### src/rtl/ofdm_demapper.sv
// Hard-decision BPSK/QPSK/16-QAM demapper with a one-deep valid/ready output register.
// The modulation mode is latched on the first subcarrier of each OFDM symbol.
module ofdm_demapper #(
  parameter int                   DW      = 16,
  parameter int                   NSC     = 64,
  parameter int                   SCW     = (NSC > 1) ? $clog2(NSC) : 1,
  parameter logic signed [DW-1:0] QAM_THR = 16'sd4096
) (
  input  logic                 clk,
  input  logic                 reset,
  input  logic [1:0]           mode,
  input  logic signed [DW-1:0] inx,
  input  logic signed [DW-1:0] iny,
  input  logic                 fft_en,
  output logic                 in_ready,
  output logic                 en,
  input  logic                 out_ready,
  output logic [3:0]           out,
  output logic [2:0]           nbits,
  output logic [SCW-1:0]       sc_idx,
  output logic                 last,
  output logic                 err
);

  typedef enum logic [1:0] {
    MODE_BPSK  = 2'd0,
    MODE_QPSK  = 2'd1,
    MODE_QAM16 = 2'd2,
    MODE_RSVD  = 2'd3
  } mode_e;

  localparam logic [SCW-1:0] CNT_MAX = SCW'(NSC - 1);

  logic [SCW-1:0]       cnt;
  mode_e                mode_q;
  mode_e                mode_eff;
  logic                 accept;
  logic                 cnt_at_max;
  logic signed [DW:0]   xw, yw;
  logic [DW:0]          ax, ay;
  logic [DW:0]          thr;
  logic                 sx, sy, ix, iy;
  logic [3:0]           dec_out;
  logic [2:0]           dec_nbits;

  // in_ready must not depend on fft_en, so it is built from the output register state only.
  assign in_ready   = !en || out_ready;
  assign accept     = fft_en && in_ready;
  assign cnt_at_max = (cnt == CNT_MAX);

  // The first sample of a symbol is decided with the mode being latched alongside it.
  assign mode_eff = (cnt == '0) ? mode_e'(mode) : mode_q;

  // One extra bit of width keeps |-2^(DW-1)| representable.
  assign xw  = {inx[DW-1], inx};
  assign yw  = {iny[DW-1], iny};
  assign ax  = xw[DW] ? (DW+1)'(-xw) : (DW+1)'(xw);
  assign ay  = yw[DW] ? (DW+1)'(-yw) : (DW+1)'(yw);
  assign thr = {1'b0, QAM_THR};

  assign sx = inx[DW-1] || (inx == '0);
  assign sy = iny[DW-1] || (iny == '0);
  assign ix = (ax < thr);
  assign iy = (ay < thr);

  // NOTE: every output of a combinational block gets a default first so no latch is inferred.
  always_comb begin
    dec_out   = 4'b0000;
    dec_nbits = 3'd2;
    case (mode_eff)
      MODE_BPSK: begin
        dec_out   = {3'b000, sx};
        dec_nbits = 3'd1;
      end
      MODE_QAM16: begin
        dec_out   = {sy, sx ^ sy, ix, iy};
        dec_nbits = 3'd4;
      end
      default: begin
        dec_out   = {2'b00, sy, sx ^ sy};
        dec_nbits = 3'd2;
      end
    endcase
  end

  // NOTE: sequential state uses non-blocking assignments so all registers update from pre-edge values.
  always_ff @(posedge clk) begin
    if (reset) begin
      cnt    <= '0;
      mode_q <= MODE_QPSK;
      err    <= 1'b0;
      en     <= 1'b0;
      out    <= 4'b0000;
      nbits  <= 3'd0;
      sc_idx <= '0;
      last   <= 1'b0;
    end else if (accept) begin
      cnt    <= cnt_at_max ? '0 : cnt + 1'b1;
      if (cnt == '0) begin
        mode_q <= mode_e'(mode);
        if (mode == MODE_RSVD) err <= 1'b1;
      end
      en     <= 1'b1;
      out    <= dec_out;
      nbits  <= dec_nbits;
      sc_idx <= cnt;
      last   <= cnt_at_max;
    end else if (en && out_ready) begin
      en <= 1'b0;
    end
  end

endmodule
### config.mk
export PLATFORM = sky130hd
export DESIGN_NAME = ofdm_demapper
export DESIGN_NICKNAME = d
export VERILOG_FILES = /design/src/rtl/ofdm_demapper.sv
export SDC_FILE = /design/constraint.sdc
export NUM_CORES = 1
export LEC_CHECK = 0
export BUFFER_PORTS_ARGS = -buffer_cell sky130_fd_sc_hd__buf_2
export CAP_MARGIN = 20
export CORE_ASPECT_RATIO = 1.1
export CORE_MARGIN = 8
export CORE_UTILIZATION = 49
export DETAILED_ROUTE_END_ITERATION = 6
export PLACE_DENSITY = 0.83
export SKIP_LAST_GASP = 1
export SLEW_MARGIN = 15
export SYNTH_ARGS = -nofsm -noshare
export SYNTH_HDL_FRONTEND = slang
export SYNTH_SLANG_ARGS = --single-unit
### constraint.sdc
create_clock -name clk -period 3.01 [get_ports clk]
set_input_delay 0.301 -clock clk [delete_from_list [all_inputs] [get_ports clk]]
set_output_delay 0.301 -clock clk [all_outputs]
set_load 0.05 [all_outputs]
==> impl_metrics.tcl, run 1 <==
set metrics [dict create \
    status "finished, final reports clean" \
    clockRootBuffer "clkbuf_4" \
    pre_cts_slack_ns 1.055 \
    worstSetupStartpointType "register" \
    syn-num-nets 188 \
    drive_gt1_frac 0.3518 \
    timing.rr.end "out[0]" \
    setup_viol 0 \
    viasPerCell 5.526 \
    leakage_nw 0.6680 \
    rsz0062_at_grt "no" \
    reg2reg_slack_ns 1.00 \
    max_freq_mhz 497.7 \
    cts_resized 0 \
    drv_cap 0 \
    grt_usage 0.1566 \
    drt-wirelength-per-cell_um 14.41 \
    routed.top_layer "met4" \
    synth_cell_types 42 \
    antenna_found_initial 0 \
    worstMarginPinSlew_ns 0.7504 \
    worstSetupPathType "reg2reg" \
    power_density_nw_per_um2 430.9 \
    synthTopCellsByCount "nand2_1 (25), dfxtp_1 (24), a21oi_1 (16), nor2_1 (15), inv_1 (7)" \
    reg2reg_depth 7 \
    grt_max_degree 25 \
    min_period_ns 2.009 \
    avgSynthCellArea_um2 8.158 \
    clk_latency_ns 0.32 \
    rr_startpoint "cnt[0]" \
    dieWidth_um 63.33 \
    core_area_um2 2425 \
    startpoint "cnt[0]" \
    placed_cell_area_um2 1475 \
    hold_viol 0 \
    synthToLayoutAreaGrowth_pct 25.18 \
    clk_pin_slew_ns 0.13 \
    finalWirelength_um 3314 \
    synth_top_area_share 0.3979 \
    met3_length_um 143 \
    yosysSeqAreaShare 0.3979 \
    hp-start "fft_en" \
    rows 19 \
    portBuffers 54 \
    worst_hold_path.endpoint "en" \
    wl_met1_um 1214 \
    cp_max_fo 4 \
    cts_sinks 24 \
    hp-class "in2reg" \
    cts_hold_buf 0 \
    wl_met2_um 1856 \
    post-synth-top-count-cell "nand2_1" \
    ys_ff_latch 24 \
    yosys_warnings 0 \
    hold_ws_ns 0.2097 \
    grt.overflow.total 0 \
    nets 240 \
    setup_ws_ns 1.001 \
    period_share 0.6675 \
    die_h_um 68.06 \
    detail_route.first_pass.iterations 4 \
    async_reset_ff_frac 0 \
    h-tree-depth 1 \
    syn_area_um2 1207 \
    numCtsBuffers 3 \
    clockBufferDepth 2 \
    multi_input_area_um2 659.4 \
    first_iter_violations 47 \
    postSynthCellCount 148 \
    ir_worst_vdd_mv 0.2806 \
    finalSetupTns_ns 0 \
    grt_pass1_vias 1318 \
    grt_pass1_wl_um 5561 \
    cp_data_required_time_ns 3.22 \
    endpoint_kind "register" \
    fin_area_um2 1511 \
    synth_area_leaders "dfxtp_1 (40%), nand2_1 (7.8%), a21oi_1 (6.6%), nor2_1 (4.7%), nand4_1 (2.6%)" \
    dp_hpwl_um 2620 \
    postRouteAntennaNets 0 \
    fillers 227 \
    finalClockSkew_ns 0.003459 \
    initial_core_util 0.4979 \
    io_pins 55 \
    synth_edf_count 0 \
    hold_depth 3 \
    slew-limit-headroom 0.4985 \
    cp.arrival_ns 2.22 \
    antenna_cells 0 \
    num_vias 1271 \
    drv_slew 0 \
    seq_area_um2 480.5 \
    drc_errors 0 \
    synth.largest_area_cell "dfxtp_1" \
    post_cts_buffers 0 \
    cts_tree "done" \
    die_area_um2 4310 \
    gp_congestion 0.8017 \
    ys.flop_type "dfxtp_1" \
]
==> state kept, by name, indices dropped and copies added (netlist names) <==
name,cells
sc_idx,6
nbits,3
mode_q,2
en,1
out,4
cnt,6
err,1
last,1
==> where the power goes <==
group	switching (mW)	internal [mW]	total (mW)
logic	0.0895	0.0516	0.141
registers	0.00895	0.330	0.339
clock network	0.0966	0.0741	0.171
total	0.195	0.456	0.651
==> per-layer routing <==
layer / vias to the layer above / global-route usage
met4: 0 / 0.08078
met5: - / 0
met3: 9 / 0.03110
li1: 626 / -
met2: 35 / 0.3219
met1: 601 / 0.1444
==> critical path, stage by stage (launching register included) <==
cell and delay, ns:
dfxtp_1 0.36, inv_1 0.10, ha_1 0.17, or4b_4 0.49
nor2_2 0.18, mux2_4 0.32, a31oi_1 0.17, a31oi_1 0.09
==> layout make-up <==
class / instances / share of cell area
Timing Repair Buffer: 54 / 0.1788
Multi-Input combinational cell: 110 / 0.4363
Clock buffer: 4 / 0.02401
Tap cell: 31 / 0.02566
Sequential cell: 24 / 0.3179
Inverter: 7 / 0.01738
==> worst max path at each step <==
stage / depth (start not counted) / end / slack [ns]
2_1_floorplan: 6 / nbits[0] / 0.99
5_1_grt: 7 / out[0] / 0.85
6_report: 7 / out[0] / 1.00
3_5_place_dp: 7 / out[0] / 1.05
4_1_cts: 7 / out[0] / 1.03
3_3_place_gp: 7 / out[0] / 1.12
==> cells in the final DEF, fill, tap and decap left out, types with 5 or more instances in the layout <==
| cell type | count |
|---|---|
| a21oi_1 | 16 |
| buf_2 | 54 |
| nor2_1 | 15 |
| dfxtp_1 | 24 |
| inv_1 | 7 |
| nand2_1 | 25 |
| nand4_1 | 5 |
==> kinds of logic (layout without fill, tap and decap cells) <==
logic type	count (synthesis)	after routing	share of synthesized area
AOI/OAI and AO/OA	34	34	0.1917
xor gates and xnor gates	2	2	0.01451
adders and majority gates	2	2	0.02072
buffers and inverters	14	65	0.05596
DFF	24	24	0.3979
muxes	2	2	0.02072
and+or+nand+nor	70	70	0.2985
==> per-stage QoR <==
| step | instances | utilization | power (mW) |
|---|---|---|---|
| 2_1_floorplan | 148 | - | 0.4409 |
| 3_3_place_gp | 226 | 0.6084 | 0.4803 |
| 3_5_place_dp | 226 | 0.6084 | 0.4863 |
| 4_1_cts | 230 | 0.6233 | 0.6533 |
| 5_1_grt | 230 | 0.6233 | 0.6834 |
| 6_report | 230 | 0.6233 | 0.6513 |
(Power assumes the default switching activity.)
==> run 2, diff against run 1 <==
--- a/config.mk
+++ b/config.mk
@@ -9,9 +9,9 @@
 export CAP_MARGIN = 20
 export CORE_ASPECT_RATIO = 1.1
 export CORE_MARGIN = 8
-export CORE_UTILIZATION = 49
+export CORE_UTILIZATION = 46
 export DETAILED_ROUTE_END_ITERATION = 6
-export PLACE_DENSITY = 0.83
+export PLACE_DENSITY = 0.79
 export SKIP_LAST_GASP = 1
 export SLEW_MARGIN = 15
 export SYNTH_ARGS = -nofsm -noshare
==> constraint.sdc (replaced) <==
create_clock -name clk -period 1.9 [get_ports clk]
set_input_delay 0.19 -clock clk [delete_from_list [all_inputs] [get_ports clk]]
set_output_delay 0.19 -clock clk [all_outputs]
set_load 0.05 [all_outputs]
==> impl_metrics.tcl, run 2 (synthesized netlist as in run 1, its figures left out) <==
set metrics [dict create \
    drv_slew 0 \
    leakage_nw 0.7260 \
    drc_errors 0 \
    totalPowerFinal_mw 1.153 \
    gp_congestion 0.8559 \
    drt-wirelength-per-cell_um 14.29 \
    clockBufferDepth 2 \
    startpoint "cnt[0]" \
    first_iter_violations 44 \
    reg2reg_slack_ns 0.02 \
    viasPerCell 5.431 \
    portBuffers 54 \
    sw_frac_of_total 0.2734 \
    pre_cts_slack_ns 0.02571 \
    clockRootBuffer "clkbuf_4" \
    fin_cells 239 \
    rr_startpoint "cnt[0]" \
    nets 249 \
    clk_pin_slew_ns 0.13 \
    setup_viol 0 \
    largest_registers "cnt: 6 flops, sc_idx: 6 flops, out: 4 flops" \
    die_h_um 69.74 \
    clkPwrFrac 0.319 \
    hp-class "in2reg" \
    setup_ws_ns 0.01580 \
    routed.top_layer "met4" \
    dp.cells 233 \
    synthToLayoutAreaGrowth_pct 34.40 \
    pwr-share-seq 0.465 \
    io_pins 55 \
    finalWirelength_um 3415 \
    ir_worst_vdd_mv 0.8798 \
    timing.rr.end "out[0]" \
    final_common_cell "buf_2" \
    worstSetupStartpointType "register" \
    wl_met2_um 1863 \
    rows 19 \
    finalClockSkew_ns 0.004738 \
    hold_viol 0 \
    cp.arrival_ns 2.09 \
    die_area_um2 4522 \
    p_switching_mw 0.3152 \
    met3_length_um 185 \
    reg2reg_depth 7 \
    drv_cap 0 \
    cts_hold_buf 0 \
    dieWidth_um 64.85 \
    antenna_cells 0 \
    cts_tree "done" \
    core_area_um2 2496 \
    wl_met1_um 1313 \
    period_share 0.9917 \
    drive_gt1_frac 0.4038 \
    grt_usage 0.1462 \
    min_period_ns 1.884 \
    numCtsBuffers 3 \
    detail_route.first_pass.iterations 5 \
    cp_max_fo 3 \
    mostFrequentLayoutCells "buf_2 (54), nand2_1 (25), dfxtp_1 (23)" \
    endpoint_kind "register" \
    finalSetupTns_ns 0 \
    num_vias 1298 \
    initial_core_util 0.4837 \
    antenna_found_initial 0 \
    intPower_mw 0.8376 \
    dp_hpwl_um 2683 \
    grt_pass1_wl_um 5526 \
    grt_max_degree 25 \
    grt.overflow.total 0 \
    max_freq_mhz 530.7 \
    cts_sinks 24 \
    status "finished, final reports clean" \
    cp_data_required_time_ns 2.11 \
    clk_latency_ns 0.32 \
    power_frac_comb 0.216 \
    worstSetupPathType "reg2reg" \
    h-tree-depth 1 \
    grt_pass1_vias 1297 \
    power_density_nw_per_um2 710.4 \
    postRouteAntennaNets 0 \
    crit_end "out[0]" \
    worstMarginPinSlew_ns 0.5238 \
    slew-limit-headroom 0.6508 \
]
[run 2: how the worst min path moves through the flow]
stage / from / endpoint / slack (ns) / cells past startpoint
finish: fft_en / en / 0.11 / 3
floorplan: reset / cnt[1] / 0.26 / 1
CTS: fft_en / en / 0.11 / 3
detailed placement: fft_en / en / 0.45 / 3
global route: fft_en / en / 0.15 / 3
global placement: sc_idx[4] / sc_idx[4] / 0.44 / 2
[run 2: per-stage QoR]
stage / hold slack, ns / utilization / instance area [um^2]
floorplan: 0.2591 / - / 1210
global placement: 0.4404 / 0.6130 / 1530
detailed placement: 0.4500 / 0.6130 / 1530
CTS: 0.1091 / 0.6341 / 1583
global route: 0.1478 / 0.6501 / 1623
finish: 0.1116 / 0.6501 / 1623
[run 2: layout make-up]
cell class,count,area (um^2)
clock inverter,1,30.03
timing repair buffer,63,337.8
sequential,24,481.7
tap,31,38.79
multi-input combinational,110,685.7
fill,215,873.3
clock buffer,3,22.52
inverter,7,26.28
[run 2: routing by layer]
layer  global-route usage  vias to the layer above
met3              0.04847                        8
met5                    0                        -
met4              0.04126                        0
li1                     -                      653
met2               0.2688                       38
met1               0.1505                      599
[run 2: repair_timing]
item / CTS / global route
gates resized for setup: 0 / 6
endpoints found under the setup margin: 0 / 2
hold endpoints to repair: 0 / 0
buffers inserted: 0 / 2
[run 2: power by group through the flow]
stage	combinational (mW)	clock, mW	sequential, mW
floorplan	0.106	0	0.593
global placement	0.228	0	0.546
detailed placement	0.234	0	0.547
CTS	0.234	0.372	0.536
global route	0.269	0.389	0.539
finish	0.249	0.368	0.537
[run 2: worst max-delay path, stage by stage, from the launching register on]
cell and delay [ns]:
dfxtp_2 0.35, inv_2 0.08, ha_4 0.13, or4b_4 0.50
nor2_4 0.15, mux2_4 0.31, a31oi_1 0.16, a31oi_1 0.09
==> run 3, diff against run 2 <==
--- a/config.mk
+++ b/config.mk
@@ -9,9 +9,10 @@
 export CAP_MARGIN = 20
 export CORE_ASPECT_RATIO = 1.1
 export CORE_MARGIN = 8
-export CORE_UTILIZATION = 46
+export CORE_UTILIZATION = 48
+export CTS_BUF_LIST = sky130_fd_sc_hd__clkbuf_2
 export DETAILED_ROUTE_END_ITERATION = 6
-export PLACE_DENSITY = 0.79
+export PLACE_DENSITY = 0.82
 export SKIP_LAST_GASP = 1
 export SLEW_MARGIN = 15
 export SYNTH_ARGS = -nofsm -noshare
==> impl_metrics.tcl, run 3 (synthesized netlist as in run 1, its figures left out) <==
set metrics [dict create \
    viasPerCell 5.340 \
    clockBufferDepth 2 \
    reg2reg_slack_ns 0.05 \
    final_common_cell "buf_2" \
    gp_congestion 0.8888 \
    sw_frac_of_total 0.3161 \
    critical_path_buf_inv_count 1 \
    intPower_mw 0.6681 \
    dp_hpwl_um 2649 \
    ir_worst_vdd_mv 0.4452 \
    clkPwrFrac 0.194 \
    grt_pass1_vias 1254 \
    die_h_um 68.60 \
    grt_pass1_wl_um 5250 \
    power_frac_comb 0.255 \
    drt-wirelength-per-cell_um 13.99 \
    finalSetupTns_ns 0 \
    clockRootBuffer "clkbuf_2" \
    finalClockSkew_ns 0.01665 \
    h-tree-depth 1 \
    synthToLayoutAreaGrowth_pct 31.40 \
    crit_cells 7 \
    leakage_nw 0.7120 \
    worstSetupStartpointType "register" \
    setup_viol 0 \
    drv_slew 0 \
    critPathMostFrequentCell "a31oi_1" \
    final_util 0.6479 \
    startpoint "cnt[0]" \
    io_pins 55 \
    drc_errors 0 \
    antenna_found_initial 0 \
    die_area_um2 4378 \
    postRouteAntennaNets 0 \
    timing.rr.end "out[0]" \
    grt.overflow.total 0 \
    status "finished, final reports clean" \
    hp-class "in2reg" \
    clk_pin_slew_ns 0.21 \
    core_area_um2 2449 \
    drive_gt1_frac 0.4106 \
    worstSetupPathType "reg2reg" \
    hold_viol 0 \
    p_switching_mw 0.3087 \
    initial_core_util 0.4931 \
    portBuffers 54 \
    clk_latency_ns 0.35 \
    min_period_ns 1.854 \
    slowest_stage "or4b_4" \
    cp_data_required_time_ns 2.16 \
    antenna_cells 0 \
    detail_route.first_pass.iterations 6 \
    num_vias 1271 \
    drv_cap 0 \
    cts_tree "done" \
    rsz0062_at_grt "yes" \
    max_freq_mhz 539.3 \
    period_share 0.9760 \
    first_iter_violations 57 \
    cp.arrival_ns 2.11 \
    worst_path_dominant_cell_family "simple AND/OR/NAND/NOR gates" \
    slew-limit-headroom 0.6705 \
    mostFrequentLayoutCells "buf_2 (54), nand2_1 (25), dfxtp_1 (22)" \
    finalWirelength_um 3329 \
    rr_startpoint "cnt[0]" \
    cts_sinks 24 \
    grt_usage 0.1490 \
    cp_max_fo 3 \
    nets 249 \
    endpoint_kind "register" \
    slowest_delay_ns 0.49 \
    largest_registers "cnt: 6 flops, sc_idx: 6 flops, out: 4 flops" \
    rows 19 \
    crit_chain "inv_2, ha_4, or4b_4, nor2_4, mux2_4, a31oi_1, a31oi_1" \
    crit_end "out[0]" \
    power_density_nw_per_um2 615.7 \
    worstMarginPinSlew_ns 0.4942 \
    reg2reg_depth 7 \
    grt_max_degree 25 \
    dieWidth_um 63.82 \
    pwr-share-seq 0.551 \
    numCtsBuffers 3 \
]
-- run 3: changes by cell type in the layout (fill, tap and decap cells not counted), sizes merged --
cell	delta
bufinv	-1
-- run 3: timing repair --
action / 4_1_cts / 5_1_grt
buffers inserted: 0 / 2
hold buffers: 0 / 0
resized for setup: 1 / 7
pin swaps: 0 / 4
hold endpoints to repair: 0 / 0
endpoints found under the setup margin: 1 / 5
-- run 3: power groups by stage --
stage / Sequential [mW] / Combinational (mW) / Clock, mW
finish: 0.539 / 0.249 / 0.189
global route: 0.542 / 0.267 / 0.212
CTS: 0.537 / 0.238 / 0.192
detailed placement: 0.547 / 0.235 / 0
global placement: 0.545 / 0.227 / 0
floorplan: 0.593 / 0.106 / 0
-- run 3: final cells by class --
class | instances | area [um^2]
Sequential cell | 24 | 483.0
Inverter | 7 | 26.28
Clock buffer | 3 | 15.01
Multi-Input combinational cell | 110 | 685.7
Fill cell | 213 | 862.1
Tap cell | 31 | 38.79
Timing Repair Buffer | 63 | 337.8
-- run 3: worst min path at each step --
stage / cells past startpoint / endpoint / slack, ns / start
global placement: 2 / sc_idx[4] / 0.44 / sc_idx[4]
detailed placement: 2 / sc_idx[1] / 0.45 / sc_idx[1]
CTS: 3 / en / 0.08 / fft_en
global route: 3 / en / 0.05 / fft_en
finish: 3 / en / 0.08 / fft_en
floorplan: 1 / cnt[1] / 0.26 / reset
-- run 3: routing by layer --
layer,global-route usage,vias to the layer above,share of wire
met2,0.2949,29,0.56
met5,0,-,0
met4,0.08914,0,0.017
met1,0.1402,594,0.37
met3,0.03231,5,0.050
li1,-,643,-
-- run 3: through the flow --
| step | total power, mW | instances | setup WS [ns] | cell area [um^2] | hold WS, ns |
|---|---|---|---|---|---|
| final | 0.9768 | 238 | 0.04564 | 1587 | 0.08116 |
| after global routing | 1.021 | 238 | -0.04543 | 1587 | 0.04680 |
| after CTS | 0.9670 | 236 | 0.01260 | 1550 | 0.07777 |
| after detailed placement | 0.7827 | 233 | 0.02692 | 1530 | 0.4477 |
| after global placement | 0.7722 | 233 | 0.08118 | 1530 | 0.4402 |
| after floorplan | 0.6991 | 148 | 0.06393 | 1210 | 0.2591 |
-- run 3: worst min-delay path, stage by stage --
cell     delay [ns]
buf_2          0.11
inv_1          0.05
a21oi_1        0.05
